File: config.mk
export PLATFORM = sky130hd
export DESIGN_NAME = conv3x3_edge_pipe
export DESIGN_NICKNAME = d
export VERILOG_FILES = /design/src/rtl/conv3x3_edge_pipe.sv
export SDC_FILE = /design/constraint.sdc
export NUM_CORES = 2
export LEC_CHECK = 0
export CORE_MARGIN = 5
export CORE_UTILIZATION = 53
export DETAILED_ROUTE_END_ITERATION = 7
export GPL_TIMING_DRIVEN = 1
export PLACE_DENSITY = 0.81
export SYNTH_ARGS = -nofsm -noshare
export SYNTH_HDL_FRONTEND = slang
export SYNTH_SLANG_ARGS = --single-unit
File: constraint.sdc
create_clock -name i_clk -period 20.1 [get_ports i_clk]
set_input_delay 2.01 -clock i_clk [delete_from_list [all_inputs] [get_ports i_clk]]
set_output_delay 2.01 -clock i_clk [all_outputs]
set_load 0.01 [all_outputs]
File: src/rtl/conv3x3_edge_pipe.sv
// conv3x3_edge_pipe: 4-stage 3x3 gradient engine with loadable X/Y kernels,
// four output modes and valid/ready backpressure.
module conv3x3_edge_pipe #(
  parameter int PIX_W = 8,
  parameter int COEF_W = 4,
  parameter int OUT_W = 8,
  localparam int SUM_W = PIX_W + COEF_W + 5
) (
  input  logic                i_clk,
  input  logic                i_rstn,
  input  logic [9*PIX_W-1:0]  i_pixel_data,
  input  logic                i_pixel_data_valid,
  output logic                o_pixel_ready,
  input  logic [1:0]          i_mode,
  input  logic [2*SUM_W:0]    i_threshold,
  input  logic                i_cfg_wr,
  input  logic [4:0]          i_cfg_addr,
  input  logic [COEF_W-1:0]   i_cfg_data,
  output logic                o_cfg_err,
  output logic                o_busy,
  output logic [OUT_W-1:0]    o_convolved_data,
  output logic                o_convolved_data_valid,
  input  logic                i_out_ready
);

  localparam int PRD_W = PIX_W + COEF_W + 1;
  localparam int MAG_W = 2 * SUM_W + 1;
  localparam logic [MAG_W-1:0] OUT_MAX =
    MAG_W'((1 << OUT_W) - 1);

  logic signed [COEF_W-1:0] kx [9];
  logic signed [COEF_W-1:0] ky [9];

  logic                    s1_vld;
  logic [1:0]              s1_mode;
  logic signed [PRD_W-1:0] s1_px [9];
  logic signed [PRD_W-1:0] s1_py [9];

  logic                    s2_vld;
  logic [1:0]              s2_mode;
  logic signed [SUM_W-1:0] s2_gx;
  logic signed [SUM_W-1:0] s2_gy;

  logic                    s3_vld;
  logic [1:0]              s3_mode;
  logic [MAG_W-1:0]        s3_mag;

  logic                    stall;
  logic                    adv;
  logic                    cfg_ok;
  logic signed [SUM_W-1:0] gx_c;
  logic signed [SUM_W-1:0] gy_c;
  logic [SUM_W-1:0]        ax;
  logic [SUM_W-1:0]        ay;
  logic [MAG_W-1:0]        mag_c;
  logic [OUT_W-1:0]        res_c;

  function automatic logic signed [COEF_W-1:0]
    sobel_x(input int k);
    int v;
    case (k)
      0, 6:    v = 1;
      2, 8:    v = -1;
      3:       v = 2;
      5:       v = -2;
      default: v = 0;
    endcase
    return COEF_W'(v);
  endfunction

  function automatic logic signed [COEF_W-1:0]
    sobel_y(input int k);
    int v;
    case (k)
      0, 2:    v = 1;
      1:       v = 2;
      6, 8:    v = -1;
      7:       v = -2;
      default: v = 0;
    endcase
    return COEF_W'(v);
  endfunction

  // pixel is zero-extended so it stays non-negative as a signed operand
  function automatic logic signed [PRD_W-1:0] mul(
    input logic signed [COEF_W-1:0] c,
    input logic [PIX_W-1:0]         p
  );
    logic signed [PRD_W-1:0] cs;
    logic signed [PRD_W-1:0] ps;
    cs = PRD_W'(c);
    ps = PRD_W'({1'b0, p});
    return cs * ps;
  endfunction

  assign stall = o_convolved_data_valid & ~i_out_ready;
  assign adv = ~stall;
  assign o_pixel_ready = adv;
  assign o_busy = s1_vld | s2_vld | s3_vld
                | o_convolved_data_valid;
  assign cfg_ok = ~o_busy & ~i_pixel_data_valid
                & (i_cfg_addr <= 5'd17);

  always_ff @(posedge i_clk or negedge i_rstn) begin
    if (!i_rstn) begin
      for (int k = 0; k < 9; k++) begin
        kx[k] <= sobel_x(k);
        ky[k] <= sobel_y(k);
      end
      o_cfg_err <= 1'b0;
    end else begin
      o_cfg_err <= i_cfg_wr & ~cfg_ok;
      if (i_cfg_wr && cfg_ok) begin
        for (int k = 0; k < 9; k++) begin
          if (i_cfg_addr == 5'(k))
            kx[k] <= i_cfg_data;
          if (i_cfg_addr == 5'(k + 9))
            ky[k] <= i_cfg_data;
        end
      end
    end
  end

  always_ff @(posedge i_clk or negedge i_rstn) begin
    if (!i_rstn) begin
      s1_vld <= 1'b0;
      s1_mode <= '0;
      for (int k = 0; k < 9; k++) begin
        s1_px[k] <= '0;
        s1_py[k] <= '0;
      end
    end else if (adv) begin
      s1_vld <= i_pixel_data_valid;
      s1_mode <= i_mode;
      for (int k = 0; k < 9; k++) begin
        s1_px[k] <= mul(kx[k],
          i_pixel_data[k*PIX_W +: PIX_W]);
        s1_py[k] <= mul(ky[k],
          i_pixel_data[k*PIX_W +: PIX_W]);
      end
    end
  end

  always_comb begin
    gx_c = '0;
    gy_c = '0;
    for (int k = 0; k < 9; k++) begin
      gx_c = gx_c + SUM_W'(s1_px[k]);
      gy_c = gy_c + SUM_W'(s1_py[k]);
    end
  end

  always_ff @(posedge i_clk or negedge i_rstn) begin
    if (!i_rstn) begin
      s2_vld <= 1'b0;
      s2_mode <= '0;
      s2_gx <= '0;
      s2_gy <= '0;
    end else if (adv) begin
      s2_vld <= s1_vld;
      s2_mode <= s1_mode;
      s2_gx <= gx_c;
      s2_gy <= gy_c;
    end
  end

  always_comb begin
    ax = s2_gx[SUM_W-1] ? -s2_gx : s2_gx;
    ay = s2_gy[SUM_W-1] ? -s2_gy : s2_gy;
    mag_c = '0;
    unique case (s2_mode)
      2'd0: mag_c = MAG_W'(ax) * MAG_W'(ax)
                  + MAG_W'(ay) * MAG_W'(ay);
      2'd1: mag_c = MAG_W'(ax) + MAG_W'(ay);
      2'd2: mag_c = MAG_W'(ax);
      2'd3: mag_c = MAG_W'(ay);
    endcase
  end

  always_ff @(posedge i_clk or negedge i_rstn) begin
    if (!i_rstn) begin
      s3_vld <= 1'b0;
      s3_mode <= '0;
      s3_mag <= '0;
    end else if (adv) begin
      s3_vld <= s2_vld;
      s3_mode <= s2_mode;
      s3_mag <= mag_c;
    end
  end

  always_comb begin
    res_c = '0;
    if (s3_mode == 2'd0)
      res_c = (s3_mag > i_threshold) ? '1 : '0;
    else if (s3_mag > OUT_MAX)
      res_c = '1;
    else
      res_c = s3_mag[OUT_W-1:0];
  end

  always_ff @(posedge i_clk or negedge i_rstn) begin
    if (!i_rstn) begin
      o_convolved_data_valid <= 1'b0;
      o_convolved_data <= '0;
    end else if (adv) begin
      o_convolved_data_valid <= s3_vld;
      o_convolved_data <= res_c;
    end
  end

endmodule

==> After elaboration in Yosys (flattened, before gate mapping) <==
Cells that the tools add are included.
{ "op_classes": {"multipliers": 20, "reduce_logical": 22, "mux": 6, "bitwise_logic": 12, "addsub": 20, "n_lt_le_gt_ge": 3, "eq_ne": 20} }
{ "ops": {"columns": ["operator", "n"], "rows": [
  ["4-bit by 9-bit multiplier with 13-bit output", 18],
  ["35-bit case mux with 4 select lines", 1],
  ["17-bit by 13-bit adder with 17-bit output", 8],
  ["17-bit by 17-bit multiplier with 34-bit output", 2],
  ["5-bit by 4-bit == test with 1-bit output, second input constant", 8],
  ["2-bit AND reduction", 18],
  ["34-bit by 34-bit adder with 35-bit output", 1],
  ["35-bit > comparator", 1],
  ["35-bit by 8-bit > comparator with 1-bit output, second input constant", 1],
  ["16-bit by 13-bit adder with 17-bit output", 2],
  ["17-bit two-way mux", 2],
  ["17-bit negator", 2],
  ["15-bit by 13-bit adder with 16-bit output", 2],
  ["14-bit by 13-bit adder with 15-bit output", 2],
  ["13-bit by 13-bit adder with 14-bit output", 2],
  ["8-bit two-way mux", 3],
  ["5-bit by 3-bit == test with 1-bit output, second input constant", 4],
  ["17-bit by 17-bit adder with 18-bit output", 1],
  ["5-bit by 2-bit == test with 1-bit output, second input constant", 2],
  ["5-bit == test, second input constant", 2],
  ["5-bit by 1-bit == test with 1-bit output, second input constant", 1],
  ["5-bit less-or-equal comparator, second input constant", 1],
  ["5-bit zero test", 1],
  ["1-bit inverter", 5],
  ["6 further kinds", 13]
]} }
{ "totals": {"regBits": 394, "out_inout_bits": 12, "word_cells": 151} }

==> Depth between registers and ports, before layout <==
{ "logic_depth": {"word_depth": 8, "mapped_depth": 36, "ltp_nobuf": 34} }

==> Least setup slack after synthesis <==
OpenSTA, ideal clock, no wires.
{ "synth_path": {"kind": "register to register", "from": "register s2_gx[0]", "to": "register s3_mag[25]", "stages_incl_launch_ff": 35, "arrival_ns": 9.170, "path_slack_ns": 10.797, "path_buffers": 3, "setup_ns": 0.133, "cell_sequence": "dfrtp_1 -> clkbuf_1 -> inv_1 -> clkbuf_1 -> ha_1 -> or3b_4 -> or4_4 -> or3_1 -> nand2_1 -> xor2_1 -> inv_1 -> clkbuf_1 -> nand2_1 -> fa_1 -> fa_1 -> inv_1 -> fa_1 -> inv_1 -> fa_1 -> inv_1 -> fa_1 -> fa_1 -> fa_1 -> inv_1 -> fa_1 -> inv_1 -> ha_1 -> and2_1 -> o311a_1 -> a221o_1 -> a31oi_1 -> o221ai_1 -> a21oi_1 -> xor2_1 -> o21ai_0"} }
{ "synth_via": {"elab_chain_len": 5} }
{ "synth_lines": {"columns": ["element", "line", "rtl"], "rows": [
  ["from (decl)", "41", "logic signed [SUM_W-1:0] s2_gx;"],
  ["from (signal assigned)", "162", "s2_gx <= gx_c;"],
  ["17-bit negator", "168", "ax = s2_gx[SUM_W-1] ? -s2_gx : s2_gx;"],
  ["17-bit two-way mux *", "168", null],
  ["17-bit by 17-bit multiplier with 34-bit output *", "172", "2'd0: mag_c = MAG_W'(ax) * MAG_W'(ax)"],
  ["34-bit by 34-bit adder with 35-bit output *", "173", "+ MAG_W'(ay) * MAG_W'(ay);"],
  ["35-bit case mux with 4 select lines *", "171", "unique case (s2_mode)"],
  ["to (signal assigned)", "188", "s3_mag <= mag_c;"],
  ["to (decl)", "46", "logic [MAG_W-1:0] s3_mag;"]
]} }
Mark *: on every way between the ends. The rest lies on a longest branch, timed or not.
A chain may end at the register's enable or synchronous reset.

==> Worst setup path after layout <==
Same ends and word-level chain as after synthesis.

==> out/qor.yml <==
status:
  status: "completed"
synthesis:
  synthMuxAreaShare_pct: 1.679
  synth.distinct_cells: 72
  syn_area_per_cell_sq_um: 9.166
  synth_top_family_by_area: "adder cells"
  ys.flop_type: "dfrtp_1"
  synth_area_leader_cell: "fa_1"
  synth-xor-area-share_pct: 2.680
  ys_ff_latch: 394
  yosys.area.top_type_share_pct: 30.28
  synthAdderAreaFrac_pct: 46.21
  synth_edf_count: 0
  ys.warnings.count: 0
  synth_commonest_cells: "inv_1 (1320), fa_1 (869), nand2_1 (750)"
  synth_most_common_cell: "inv_1"
  synthTopCellsByArea: "fa_1 (30%), dfrtp_1 (16%), ha_1 (16%)"
  synthesis.area_sq_um: 57460
  synthCells: 6269
  async_reset_ff_share_pct: 100.0
  synth-simple-area-share_pct: 14.14
  synth-seq-area-share_pct: 17.22
  synth_compound_area_share_pct: 8.255
clock_tree:
  cts_root_buffer: "clkbuf_16"
  postCtsSetupBuffers: 0
  cts_tree: "done"
  cts.sinks: 394
  holdBufCountCts: 0
  cts.clk_slew.worst_paths_ps: 70
  cts_max_level: 2
  clock_latency_ps: 650
  cts_inserted_buffers: 46
  ctsResizeCount: 0
  cts_max_path_buffers: 3
worst_setup_path:
  worstSetupPathType: "reg -> reg"
  r2r_start: "s2_gx[0]$_DFFE_PN0N_"
  required_ps: 20550
  crit_path_end_kind: "flip-flop"
  critPathLaunchType: "flip-flop"
  ff2ff_path_depth: 31
  slowest_delay_ps: 590
  cpMostUsedCell: "fa_1"
  arrival_ps: 10860
  crit_end: "s3_mag[25]$_DFFE_PN0N_"
  r2r-end: "s3_mag[25]$_DFFE_PN0N_"
  crit_slowest_cell: "dfrtp_1"
  crit_start: "s2_gx[0]$_DFFE_PN0N_"
  cp_max_fo: 12
  rrSetupSlack_ps: 9690
grt:
  grt.total_usage_pct: 27.22
  grtUsageMet3_pct: 4.743
  grt_max_degree: 178
  grt_util_met1_pct: 35.48
  grt_pass1_vias: 46144
  antenna_found_initial: 4
  grt_overflow: 0
  grt_pass1_wl_mm: 249.8
  use_met2_pct: 45.07
  busiest_layer: "met2"
timing:
  finalHoldViolations: 0
  setup_tns_ps: 0
  final-setup-viol-count: 0
  fin_worst_skew_ps: 52.01
  fin_crit_sh_pct: 51.81
  rsz0062_at_grt: "no"
  relSlewSlack_pct: 26.42
  setup_ws_ps: 9687
  worst_slew_pin_slew_ps: 1104
  fmax_mhz: 96.03
  drv_slew: 0
  period_needed_ps: 10410
routing:
  drtAntennaViolNets: 0
  wirelength_mm: 155.9
  drt_iter0_markers: 3656
  drc: 0
  avgRoutedWirePerCell_microns: 20.00
  viasPerCell: 5.605
  dr.pass1.iters: 7
  num_vias: 43696
floorplan:
  row_count: 120
  core_sq_um: 107400
  initial_core_util_pct: 53.53
  fp.dieW_microns: 339.3
  die-area_sq_um: 115100
  pin_count: 135
  die_h_microns: 339.3
place:
  globalplace.congestion: 0.9697
  dp_hpwl_mm: 126.6
  dp.cells: 7709
  place_area_sq_um: 60420
  numPortBuffers: 134
  place_ws_ps: 9903
worst_hold_path:
  hold_class: "reg -> reg"
run:
  cap_viol_max_count: 0
finish:
  fin_area_sq_um: 62070
  synthToLayoutAreaGrowth_pct: 8.017
  instances_no_fill: 7796
  nets: 8078
  drive_gt1_share_pct: 4.491
[stage by stage]
step                      hold slack, ps  util [%]
after floorplan                    438.6         -
after global placement             451.9     56.28
after detailed placement           463.2     56.28
after CTS                          482.4     57.81
after global routing               514.1     57.82
final                              482.7     57.82
[state kept, by name, summed over array words and instances, names as in the netlist, 8 cells and up]
register          cells
s1_px               117
s3_mag               35
s2_gy                17
ky                   36
s2_gx                17
kx                   36
s1_py               117
o_convolved_data      8
[placed cells by master (no fill, tap or decap), drive strengths merged, types with 130 or more instances in the layout]
cell / count
a21oi: 261
clkdlybuf4s50: 130
nor2: 385
ha: 732
o21ai: 177
fa: 869
dfrtp: 366
and2: 202
nand2: 751
inv: 1326
[metal layers]
| metal | vias up | wire (microns) |
|---|---|---|
| met5 | - | 13 |
| met4 | 2 | 8377 |
| met1 | 21854 | 61780 |
| li1 | 19743 | - |
| met3 | 404 | 12100 |
| met2 | 1693 | 73610 |
[how the worst min path moves through the flow]
stage | startpoint | endpoint | slack (ps) | cells past startpoint
2_1_floorplan | s1_mode[0]$_DFFE_PN0N_ | s1_mode[0]$_DFFE_PN0N_ | 440 | 2
3_5_place_dp | s1_mode[0]$_DFFE_PN0N_ | s1_mode[0]$_DFFE_PN0N_ | 460 | 2
4_1_cts | s1_mode[0]$_DFFE_PN0N_ | s1_mode[0]$_DFFE_PN0N_ | 480 | 2
6_report | s1_mode[0]$_DFFE_PN0N_ | s1_mode[0]$_DFFE_PN0N_ | 480 | 2
5_1_grt | s3_mode[1]$_DFFE_PN0N_ | s3_mode[1]$_DFFE_PN0N_ | 510 | 2
3_3_place_gp | s1_mode[0]$_DFFE_PN0N_ | s1_mode[0]$_DFFE_PN0N_ | 450 | 2
[layout make-up]
| class | instances | area [sq um] |
|---|---|---|
| Timing Repair Buffer | 174 | 1657 |
| Multi-Input combinational cell | 4397 | 42070 |
| Clock inverter | 23 | 360.3 |
| Tap cell | 1403 | 1755 |
| Fill cell | 8971 | 45280 |
| Inverter | 1341 | 5041 |
| Antenna cell | 2 | 5.005 |
| Clock buffer | 62 | 1281 |
| Sequential cell | 394 | 9894 |
[logic make-up after synthesis]
kind of cell | after synthesis
XOR/XNOR | 175
buffers and inverters | 1500
AND/OR/NAND/NOR | 1758
AO/OA/AOI/OAI | 758
adder cells (fa/ha/maj) | 1601
multiplexers | 81
other | 2
flip-flops | 394
[critical path: cells and delay by family, from the launching register on]
family / cells / cell delay, ps
buffers and inverters: 8 / 1450
and+or+nand+nor: 4 / 1340
AOI/OAI and AO/OA: 7 / 1840
adders and majority gates: 10 / 4650
xor gates and xnor gates: 2 / 340
DFF: 1 / 590
Power is not shown: default switching activity piles up to over one toggle a cycle in this logic, so the estimate is an artifact.
